## src/rtl/mio_bus_pkg.sv

```systemverilog
// Shared types and helpers for the MIO bus controller.
// Holds the FSM encoding, error-response constants and the tag/counter helpers.
package mio_bus_pkg;

  typedef enum logic [1:0] {
    IDLE   = 2'd0,
    ACCESS = 2'd1,
    RESP   = 2'd2
  } state_t;

  localparam int ADDR_MAX_W = 64;
  localparam int DATA_MAX_W = 64;

  localparam logic [DATA_MAX_W-1:0] ERR_RDATA     = 64'd0;
  localparam logic [7:0]            ERR_COUNT_MAX = 8'hFF;

  // Right-aligns the tag field; the caller truncates to the tag width.
  function automatic logic [ADDR_MAX_W-1:0] tag_field(
    input logic [ADDR_MAX_W-1:0] addr,
    input int unsigned           tag_lo
  );
    return addr >> tag_lo;
  endfunction

  function automatic logic [7:0] sat_inc8(input logic [7:0] value);
    return (value == ERR_COUNT_MAX) ? ERR_COUNT_MAX : value + 8'd1;
  endfunction

endpackage

```

## src/rtl/mio_bus_ctrl_decode.sv

```systemverilog
// Combinational priority tag decoder: the lowest-numbered matching slot wins.
module mio_addr_decode #(
  parameter int NUM_SLAVES = 4,
  parameter int TW         = 4,
  parameter int IDX_W      = 2
) (
  input  logic [TW-1:0]            tag,
  input  logic [NUM_SLAVES*TW-1:0] slv_tags,
  output logic [IDX_W-1:0]         idx,
  output logic                     hit
);

  // Scan from the top slot down so lower slots overwrite higher ones.
  always_comb begin
    idx = '0;
    hit = 1'b0;
    for (int i = NUM_SLAVES - 1; i >= 0; i--) begin
      idx = (slv_tags[i*TW +: TW] == tag) ? IDX_W'(i) : idx;
      hit = (slv_tags[i*TW +: TW] == tag) | hit;
    end
  end

endmodule

```

## src/rtl/mio_bus_ctrl.sv

```systemverilog
// Registered MIO bus controller: decodes the address tag, runs a req/ack
// handshake with the selected slave and reports unmapped/timed-out accesses.
module mio_bus_ctrl
  import mio_bus_pkg::*;
#(
  parameter int NUM_SLAVES = 4,
  parameter int ADDR_W     = 32,
  parameter int DATA_W     = 32,
  parameter int TAG_HI     = 31,
  parameter int TAG_LO     = 28,
  parameter logic [NUM_SLAVES*(TAG_HI-TAG_LO+1)-1:0] SLV_TAGS = {4'hf, 4'he, 4'hd, 4'h0},
  parameter int TIMEOUT    = 15
) (
  input  logic                         clk,
  input  logic                         rst,
  input  logic                         cpu_req,
  input  logic                         cpu_we,
  input  logic [ADDR_W-1:0]            cpu_addr,
  input  logic [DATA_W-1:0]            cpu_wdata,
  output logic [DATA_W-1:0]            cpu_rdata,
  output logic                         cpu_ready,
  output logic                         cpu_err,
  output logic [NUM_SLAVES-1:0]        slv_sel,
  output logic                         slv_we,
  output logic [ADDR_W-1:0]            slv_addr,
  output logic [DATA_W-1:0]            slv_wdata,
  input  logic [NUM_SLAVES*DATA_W-1:0] slv_rdata,
  input  logic [NUM_SLAVES-1:0]        slv_ack,
  output logic [7:0]                   err_count,
  output logic                         busy
);

  localparam int TW    = TAG_HI - TAG_LO + 1;
  localparam int IDX_W = (NUM_SLAVES > 1) ? $clog2(NUM_SLAVES) : 1;

  localparam logic [NUM_SLAVES-1:0] SEL_ONE  = NUM_SLAVES'(1'b1);
  localparam logic [7:0]            LAST_CNT = 8'(TIMEOUT - 1);

  state_t              state;
  logic [IDX_W-1:0]    idx_lat;
  logic                we_lat;
  logic [7:0]          wait_cnt;

  logic [TW-1:0]       tag;
  logic [IDX_W-1:0]    dec_idx;
  logic                dec_hit;
  logic [DATA_W-1:0]   ack_rdata;
  logic                ack_seen;

  assign tag = TW'(tag_field(ADDR_MAX_W'(cpu_addr), TAG_LO));

  mio_addr_decode #(
    .NUM_SLAVES (NUM_SLAVES),
    .TW         (TW),
    .IDX_W      (IDX_W)
  ) u_decode (
    .tag      (tag),
    .slv_tags (SLV_TAGS),
    .idx      (dec_idx),
    .hit      (dec_hit)
  );

  // Only the latched slot's ack and data are observed; other slots are ignored.
  always_comb begin
    ack_seen  = slv_ack[idx_lat];
    ack_rdata = slv_rdata[int'(idx_lat)*DATA_W +: DATA_W];
  end

  assign busy = (state != IDLE);

  // Transaction FSM with all bus-facing outputs registered.
  always_ff @(posedge clk) begin
    if (rst) begin
      state     <= IDLE;
      idx_lat   <= '0;
      we_lat    <= 1'b0;
      wait_cnt  <= 8'd0;
      slv_sel   <= '0;
      slv_we    <= 1'b0;
      slv_addr  <= '0;
      slv_wdata <= '0;
      cpu_ready <= 1'b0;
      cpu_err   <= 1'b0;
      cpu_rdata <= '0;
      err_count <= 8'd0;
    end else begin
      case (state)
        IDLE: begin
          cpu_ready <= 1'b0;
          cpu_err   <= 1'b0;
          if (cpu_req) begin
            we_lat    <= cpu_we;
            slv_addr  <= cpu_addr;
            slv_wdata <= cpu_wdata;
            idx_lat   <= dec_idx;
            wait_cnt  <= 8'd0;
            if (dec_hit) begin
              state   <= ACCESS;
              slv_sel <= SEL_ONE << dec_idx;
              slv_we  <= cpu_we;
            end else begin
              state     <= RESP;
              cpu_ready <= 1'b1;
              cpu_err   <= 1'b1;
              cpu_rdata <= DATA_W'(ERR_RDATA);
              err_count <= sat_inc8(err_count);
            end
          end else begin
            state <= IDLE;
          end
        end

        ACCESS: begin
          if (ack_seen) begin
            state     <= RESP;
            slv_sel   <= '0;
            slv_we    <= 1'b0;
            cpu_ready <= 1'b1;
            cpu_err   <= 1'b0;
            cpu_rdata <= we_lat ? DATA_W'(ERR_RDATA) : ack_rdata;
          end else if (wait_cnt == LAST_CNT) begin
            state     <= RESP;
            slv_sel   <= '0;
            slv_we    <= 1'b0;
            cpu_ready <= 1'b1;
            cpu_err   <= 1'b1;
            cpu_rdata <= DATA_W'(ERR_RDATA);
            err_count <= sat_inc8(err_count);
          end else begin
            wait_cnt <= wait_cnt + 8'd1;
          end
        end

        RESP: begin
          state     <= IDLE;
          cpu_ready <= 1'b0;
          cpu_err   <= 1'b0;
          slv_sel   <= '0;
          slv_we    <= 1'b0;
        end

        default: begin
          state     <= IDLE;
          cpu_ready <= 1'b0;
          cpu_err   <= 1'b0;
          slv_sel   <= '0;
          slv_we    <= 1'b0;
        end
      endcase
    end
  end

endmodule

```

## config.mk

```make
export PLATFORM = sky130hd
export DESIGN_NAME = mio_bus_ctrl
export DESIGN_NICKNAME = d
export VERILOG_FILES = /design/src/rtl/mio_bus_pkg.sv /design/src/rtl/mio_bus_ctrl_decode.sv /design/src/rtl/mio_bus_ctrl.sv
export SDC_FILE = /design/constraint.sdc
export NUM_CORES = 1
export LEC_CHECK = 0
export CAP_MARGIN = 20
export CORE_AREA = 2 2 121 123
export CTS_CLUSTER_DIAMETER = 30
export DETAILED_ROUTE_END_ITERATION = 8
export DIE_AREA = 0 0 123 125
export GPL_TIMING_DRIVEN = 0
export PLACE_DENSITY = 0.9
export REMOVE_ABC_BUFFERS = 1
export SLEW_MARGIN = 20
export SYNTH_ARGS = -nofsm -noshare
export SYNTH_HDL_FRONTEND = slang
export SYNTH_SLANG_ARGS = --single-unit
export TNS_END_PERCENT = 5
```

## constraint.sdc

```tcl
create_clock -name clk -period 3.95 [get_ports clk]
set_clock_uncertainty 0.2 [all_clocks]
set_input_delay 0.9875 -clock clk [delete_from_list [all_inputs] [get_ports clk]]
set_output_delay 0.9875 -clock clk [all_outputs]
set_load 0.02 [all_outputs]
```

### After elaboration in Yosys (flattened, before gate mapping)

Cells that the tools add are included.

* output and inout bits: 112
* flip-flop bits (word level): 124

* bitwise gates (word level): 3
* multiplexer cells: 44
* $add $sub $neg: 2
* $lt $le $gt $ge: 1
* shifts and indexed selects: 2
* reductions and logical operators: 9
* eq/ne operators: 13

Operator list (count)
* 32-bit two-way mux: 5
* 128-bit by 8-bit indexed part select with 32-bit output: 1
* 8-bit two-way mux: 8
* 32-bit one-hot mux with 2 select lines: 1
* 8-bit one-hot mux with 2 select lines: 2
* 8-bit by 1-bit adder with 8-bit output (second input constant): 2
* 2-bit two-way mux: 8
* 4-bit two-way mux: 4
* 4-bit == test (first input constant): 3
* 2-bit != test (second input constant): 6
* 1-bit two-way mux: 10
* 8-bit by 4-bit == test with 1-bit output (second input constant): 1
* 8-bit == test (second input constant): 1
* 4-bit one-hot mux with 2 select lines: 1
* 4-bit AND reduction: 2
* 1-bit one-hot mux with 2 select lines: 3
* 5-bit AND reduction: 1
* 4-bit zero test: 1
* 2-bit one-hot mux with 2 select lines: 1
* 2-bit nonzero test: 2
* 1-bit by 2-bit << shifter with 4-bit output (first input constant): 1
* 2-bit by 3-bit less-than comparator with 1-bit output (second input constant): 1
* 3-bit != test (second input constant): 1
* 1-bit bitwise OR: 3
* other kinds (5): 5

### Logic depth before layout (Yosys ltp)

Gate-level depths: netlist of run 1.

* word-level depth: 9
* gate-level depth with buffers: 8
* mapped depth without buffers: 7

### Hierarchy

A second synthesis of run 1 with hierarchy kept.

* cells, all modules: 687
* area total of the unflattened synthesis: 5863.1 um2

By module, submodules not included
* mio_bus_ctrl: instances 1, area an instance 5629.1 um2, sequential area each 2462.4 um2, cells an instance 661
* mio_addr_decode: instances 1, area an instance 234.0 um2, sequential area each 0.0 um2, cells an instance 26

### Worst setup path after synthesis of run 1

No wires, ideal clock.

* path kind: in2reg
* from: in cpu_addr[31]
* to: reg cpu_rdata[0]
* stages: 6
* arrival: 2296 ps
* slack: 1395 ps
* library setup time: 59 ps
* buffers on the path: 1
* path through: or4_4 > nand2_1 > nor2_1 > nor3_4 > buf_6 > a22o_1

* word-level cells in the longest chain between the ends: 6

RTL lines
* from (decl): RTL line mio_bus_ctrl.sv:18 `input logic [ADDR_W-1:0] cpu_addr,`
* 4-bit == test: RTL line mio_bus_ctrl_decode.sv:19 `hit = (slv_tags[i*TW +: TW] == tag) | hit;`
* 1-bit bitwise OR (2 in series): RTL line mio_bus_ctrl_decode.sv:19
* 1-bit bitwise OR *: RTL line mio_bus_ctrl_decode.sv:19
* 2-bit != test (no line) *
* 4-bit AND reduction (no line) *
* to (signal assigned): RTL line mio_bus_ctrl.sv:105 `cpu_rdata <= DATA_W'(ERR_RDATA);`
* to (signal assigned): RTL line mio_bus_ctrl.sv:120 `cpu_rdata <= we_lat ? DATA_W'(ERR_RDATA) : ack_rdata;`
* to (signal assigned): RTL line mio_bus_ctrl.sv:127 `cpu_rdata <= DATA_W'(ERR_RDATA);`
* to (decl): RTL line mio_bus_ctrl.sv:20 `output logic [DATA_W-1:0] cpu_rdata,`

Mark *: on every way between the ends. The rest lies on a longest branch, timed or not.
A chain may end at the register's enable or synchronous reset.

### Worst setup path after layout of run 1

* from: in cpu_addr[28]
* to: reg cpu_rdata[17]

Same word-level chain as after synthesis.

==> results of run 1 <==
## stage by stage
stage	util [%]	TNS, ps	power, W	cells	hold WS [ps]
final	64.3	0	0.00337	1041	251
after floorplan	-	-898	0.00158	504	242
after CTS	64.3	0	0.00339	1038	253
after global placement	59.5	-216520	0.00195	999	241
after detailed placement	60.5	0	0.00197	1008	246
after global routing	64.3	0	0.00350	1041	267
## worst reg2reg max path, delay by kind of cell (launching register included)
family / cells / cell delay [ps]
DFF: 1 / 780
muxes: 1 / 680
and+or+nand+nor: 2 / 560
AOI/OAI and AO/OA: 2 / 400
buffers and inverters: 1 / 290
## sequential cells by signal, indices dropped and copies added, names as in the netlist
signal / cells
cpu_rdata: 32
slv_addr: 32
slv_wdata: 32
err_count: 8
wait_cnt: 8
slv_sel: 4
idx_lat: 2
cpu_err: 1
cpu_ready: 1
slv_we: 1
state: 1
we_lat: 1
## cell type report
cell class	count	area, sq um	share of cell area (%)
antenna	3	7.51	0.0822
clock buffer	19	433	4.74
clock inverter	11	100	1.10
inverter	4	15.0	0.164
multi-input combinational	377	2650	29.0
sequential	123	2470	27.0
tap	184	230	2.52
timing repair buffer	320	3240	35.4
## cells in the mapped netlist, types with 3 or more instances
master	n
inv_1	4
ha_1	3
nand3b_1	3
nand2_1	138
a311oi_1	3
nand4_1	8
buf_6	5
nand3_1	5
clkbuf_1	32
a21oi_1	76
a41o_1	3
dfxtp_1	123
xor2_1	6
a22o_1	32
mux4_2	33
and3_1	4
nor3_1	3
nor2_1	23
## report_power, final
group	internal, W	leakage (nW)	total, W	switching (W)
sequential	0.00129	1.00	0.00133	0.0000368
clock	0.000856	0.259	0.00143	0.000571
combinational	0.000352	2.05	0.000612	0.000260
## logic make-up after synthesis
family | Yosys count | share of synthesized area (%)
AO/OA/AOI/OAI | 131 | 16.3
XOR/XNOR | 6 | 0.990
adder cells (fa/ha/maj) | 3 | 0.707
buffers and inverters | 46 | 4.13
flip-flops | 123 | 46.4
multiplexers | 36 | 14.6
AND/OR/NAND/NOR | 201 | 16.9
## routing by layer
metal / share of wire, % / global-route usage [%] / wire length (microns)
met1: 36 / 25.1 / 6850
met2: 51 / 44.3 / 9830
met3: 10 / 10.5 / 2010
met4: 2.7 / 8.82 / 510
met5: 0 / 0 / 0
## worst paths after layout
check	start	endpoint	slack [ps]	cells past startpoint
max	cpu_addr[28]	cpu_rdata[17]	630	7
min	slv_addr[31]	slv_addr[31]	250	2
max reg2reg	idx_lat[0]	cpu_rdata[17]	990	6
min reg2reg	slv_addr[31]	slv_addr[31]	250	2
==> impl_metrics.toml, run 1 <==
[sta]
fmax_mhz = 301
period_minus_slack_ps = 3320
rsz0062_at_grt = "false"
setup_ws_ps = 631
setup_violations = 0
timing.slew.headroom_pct = 49.2
hold_viol_final = 0
period_share_pct = 84.0
tightest_slew_ps = 762
slew_violations = 0

[power]
ir_drop_mv = 0.303
p_leak_nw = 3.31
pwr_density_cell_nw_per_um2 = 369

[flow_run]
drv_cap = 0

[cts]
post_cts_resized = 0
cts_sinks = 123
clock_tree.root_cell = "clkbuf_16"
cts_buffers = 17
cts_tree = "done"
clockBufferDepth = 2
ctsHtreeMaxLevel = 4
ctsHoldBuffers = 0
cts_setup_buffers = 0
clk_transition_reported_paths_ps = 60
insertion_delay_ps = 410

[grt]
grt_remaining_overflow = 0
track_usage_pct = 24.6
grt_pass1_vias = 5349
grt_pass1_wl_microns = 28600
grt_max_degree = 71
antenna_found_initial = 3

[detailed_routing]
num_vias = 5361
wire_per_inst_microns = 18.4
viasPerCell = 5.15
drc = 0
wirelength_microns = 19200
drt_iter0_drc = 246
dr.pass1.iters = 5
drt.antenna.violating_nets = 0

[setup_path]
cp_max_fo = 19
crit_path_max_incr_delay_ps = 620
crit_family = "simple AND/OR/NAND/NOR gates"
crit_required_ps = 4100
cp.arrival_ps = 3460
start_kind = "input port"
worst-path-buf-inv = 2
path_cells = "clkdlybuf4s50_1 -> or4_4 -> nand2_1 -> nor2_1 -> nor3_4 -> buf_6 -> a22o_1"
crit_slowest_cell = "or4_4"
end_kind = "flop"
criticalPathCategory = "in2reg"

[yosys]
synth_flop_cell = "dfxtp_1"
synth_edf_count = 0
synthCells = 546
async_flop_share_pct = 0
synth.distinct_cells = 50
synth_seq_area_share_pct = 46.4
yosysTopAreaCell = "dfxtp_1"
synth.area.top_cells = "dfxtp_1 46%, mux4_2 14%, nand2_1 9.8%, a21oi_1 7.2%, a22o_1 5.3%"
syn-cell-area_sq_um = 5310
synth_top_area_share_pct = 46.4
ys_warn_count = 0
ys_ff_latch = 123
syn_area_per_cell_sq_um = 9.72

[floorplanning]
die-area_sq_um = 15400
ios = 312
coreArea_sq_um = 14200
rows = 44
initial_core_util_pct = 37.4
die_w_microns = 123
die_y_microns = 125

[finish]
final_cell_mix = "310 x clkdlybuf4s50_1, 137 x nand2_1, 121 x dfxtp_1"
fillers = 1070
stdcell_area_sq_um = 9140
layout.nets = 1046
syn_to_final_growth_pct = 72.2
layout_commonest_cell = "clkdlybuf4s50_1"
drive_above_1_share_pct = 10.1

[placement]
port_buffers = 311
placed_area_sq_um = 8600
dp_slack_ps = 221
gp_congestion = 0.822
dp_hpwl_microns = 14700

[outcome]
outcome = "finished, final reports clean"

[hold_path]
hold_class = "reg2reg"
No activity file was read; power rests on OpenSTA's default activity.
==> run 2: changes to the inputs <==
CORE_AREA = not set   (was 2 2 121 123)
CORE_UTILIZATION = 38   (was not set)
DIE_AREA = not set   (was 0 0 123 125)
PLACE_DENSITY = 0.91   (was 0.9)
clock period = 3.3 ns   (was 3.95 ns; I/O delays follow)
==> impl_metrics.toml, run 2 (synthesis gave the netlist of run 1 again) <==
[outcome]
outcome = "finished, final reports clean"

[power]
totalPowerFinal_w = 0.00434
p_leak_nw = 3.37
ir_drop_mv = 0.411
pwr_density_cell_nw_per_um2 = 469

[setup_path]
worstReg2RegStart = "idx_lat[0]"
cp.arrival_ps = 3340
criticalPathCategory = "in2reg"
end_kind = "flop"
crit_start = "cpu_addr[28]"
cp_max_fo = 19
crit_required_ps = 3450
start_kind = "input port"

[grt]
track_usage_pct = 28.4
grt_max_degree = 50
busiest_layer = "met2"
met3_usage_pct = 9.91
grt_remaining_overflow = 0
grt_pass1_wl_microns = 30800
grt_pass1_vias = 5611
grt_use_met2_pct = 50.4
use_met1_pct = 29.7
antenna_found_initial = 7

[finish]
layout_commonest_cell = "clkdlybuf4s50_1"
fillers = 991
syn_to_final_growth_pct = 74.4
multi_input_area_sq_um = 2650
drive_above_1_share_pct = 10.5
layout.nets = 1046
final_cell_mix = "310 x clkdlybuf4s50_1, 137 x nand2_1, 121 x dfxtp_1"
reg.largest.list = "cpu_rdata: 32 flops, slv_addr: 32 flops, slv_wdata: 32 flops"
seq_area_sq_um = 2470
stdcell_area_sq_um = 9260

[cts]
insertion_delay_ps = 420
post_cts_resized = 0
cts_tree = "done"
ctsHoldBuffers = 0
cts_buffers = 17
clockBufferDepth = 2
clock_tree.root_cell = "clkbuf_16"
cts_setup_buffers = 0
cts_sinks = 123
ctsHtreeMaxLevel = 4
clk_transition_reported_paths_ps = 60

[sta]
slew_violations = 0
fin_tns_setup_ps = 0
timing.slew.headroom_pct = 45.6
period_minus_slack_ps = 3190
setup_violations = 0
tightest_slew_ps = 815
period_share_pct = 96.6
rsz0062_at_grt = "false"
fmax_mhz = 314
hold_viol_final = 0

[hold_path]
min_from = "slv_wdata[30]"
hold_class = "reg2reg"

[placement]
dp_hpwl_microns = 15300
port_buffers = 311
gp_congestion = 0.883
placed_area_sq_um = 8600

[floorplanning]
initial_core_util_pct = 39.4
die_y_microns = 120
die_w_microns = 120
coreArea_sq_um = 13500
rows = 42
ios = 312
die-area_sq_um = 14400

[detailed_routing]
wirelength_microns = 20700
drc = 0
drt.antenna.violating_nets = 0
drt_iter0_drc = 444
dr.pass1.iters = 5
num_vias = 5522
viasPerCell = 5.31
wire_per_inst_microns = 19.9

[flow_run]
drv_cap = 0
run 2: changes by cell type in the layout (fill, tap and decap cells not counted):
cell        previous run  this run
buf_6                  3         4
clkinvlp_4             2         0
buf_16                 0         1
bufinv_16              1         3
buf_4                  2         1
inv_6                  1         5
clkinv_4               3         4
clkinv_2               4         0
buf_8                  3         2
diode_2                3         8
inv_8                  0         1
clkbuf_1               2         0
clkbuf_8               0         2
run 2: path summary, 6_finish.rpt:
kind | cells past startpoint | slack [ps] | endpoint
max | 7 | 110 | cpu_rdata[13]
min | 2 | 250 | slv_wdata[30]
max reg2reg | 6 | 340 | cpu_rdata[13]
min reg2reg | 2 | 250 | slv_wdata[30]
run 2: power by group:
group	internal [W]	total, W	switching [W]
clock	0.00125	0.00201	0.000755
sequential	0.00155	0.00160	0.0000488
combinational	0.000424	0.000739	0.000315
run 2: metal layers:
| layer | up-vias | part of all wire (%) |
|---|---|---|
| met5 | - | 0 |
| met4 | 0 | 3.4 |
| met3 | 38 | 8.7 |
| met2 | 282 | 52 |
| met1 | 2631 | 36 |
| li1 | 2571 | - |
run 2: area by class of cell:
type	instances	area share [%]
Antenna cell	8	0.216
Clock buffer	19	4.89
Clock inverter	13	1.95
Inverter	4	0.162
Multi-Input combinational cell	377	28.6
Sequential cell	123	26.7
Tap cell	176	2.38
Timing Repair Buffer	320	35.1
run 2: stage by stage:
step | setup slack, ps | hold WS, ps | instances | utilization (%)
final | 111 | 255 | 1040 | 68.8
after global routing | 35.8 | 279 | 1039 | 68.8
after CTS | 114 | 257 | 1032 | 68.7
after detailed placement | -306 | 248 | 1000 | 64.0
after global placement | -3230 | 241 | 991 | 62.7
after floorplan | -718 | 242 | 504 | -
run 2: worst max-delay path, cell delays in order:
cell,delay [ps]
clkdlybuf4s50_1,590
or4_4,630
nand2_1,160
nor2_1,100
nor3_4,570
buf_8,260
a22o_1,190
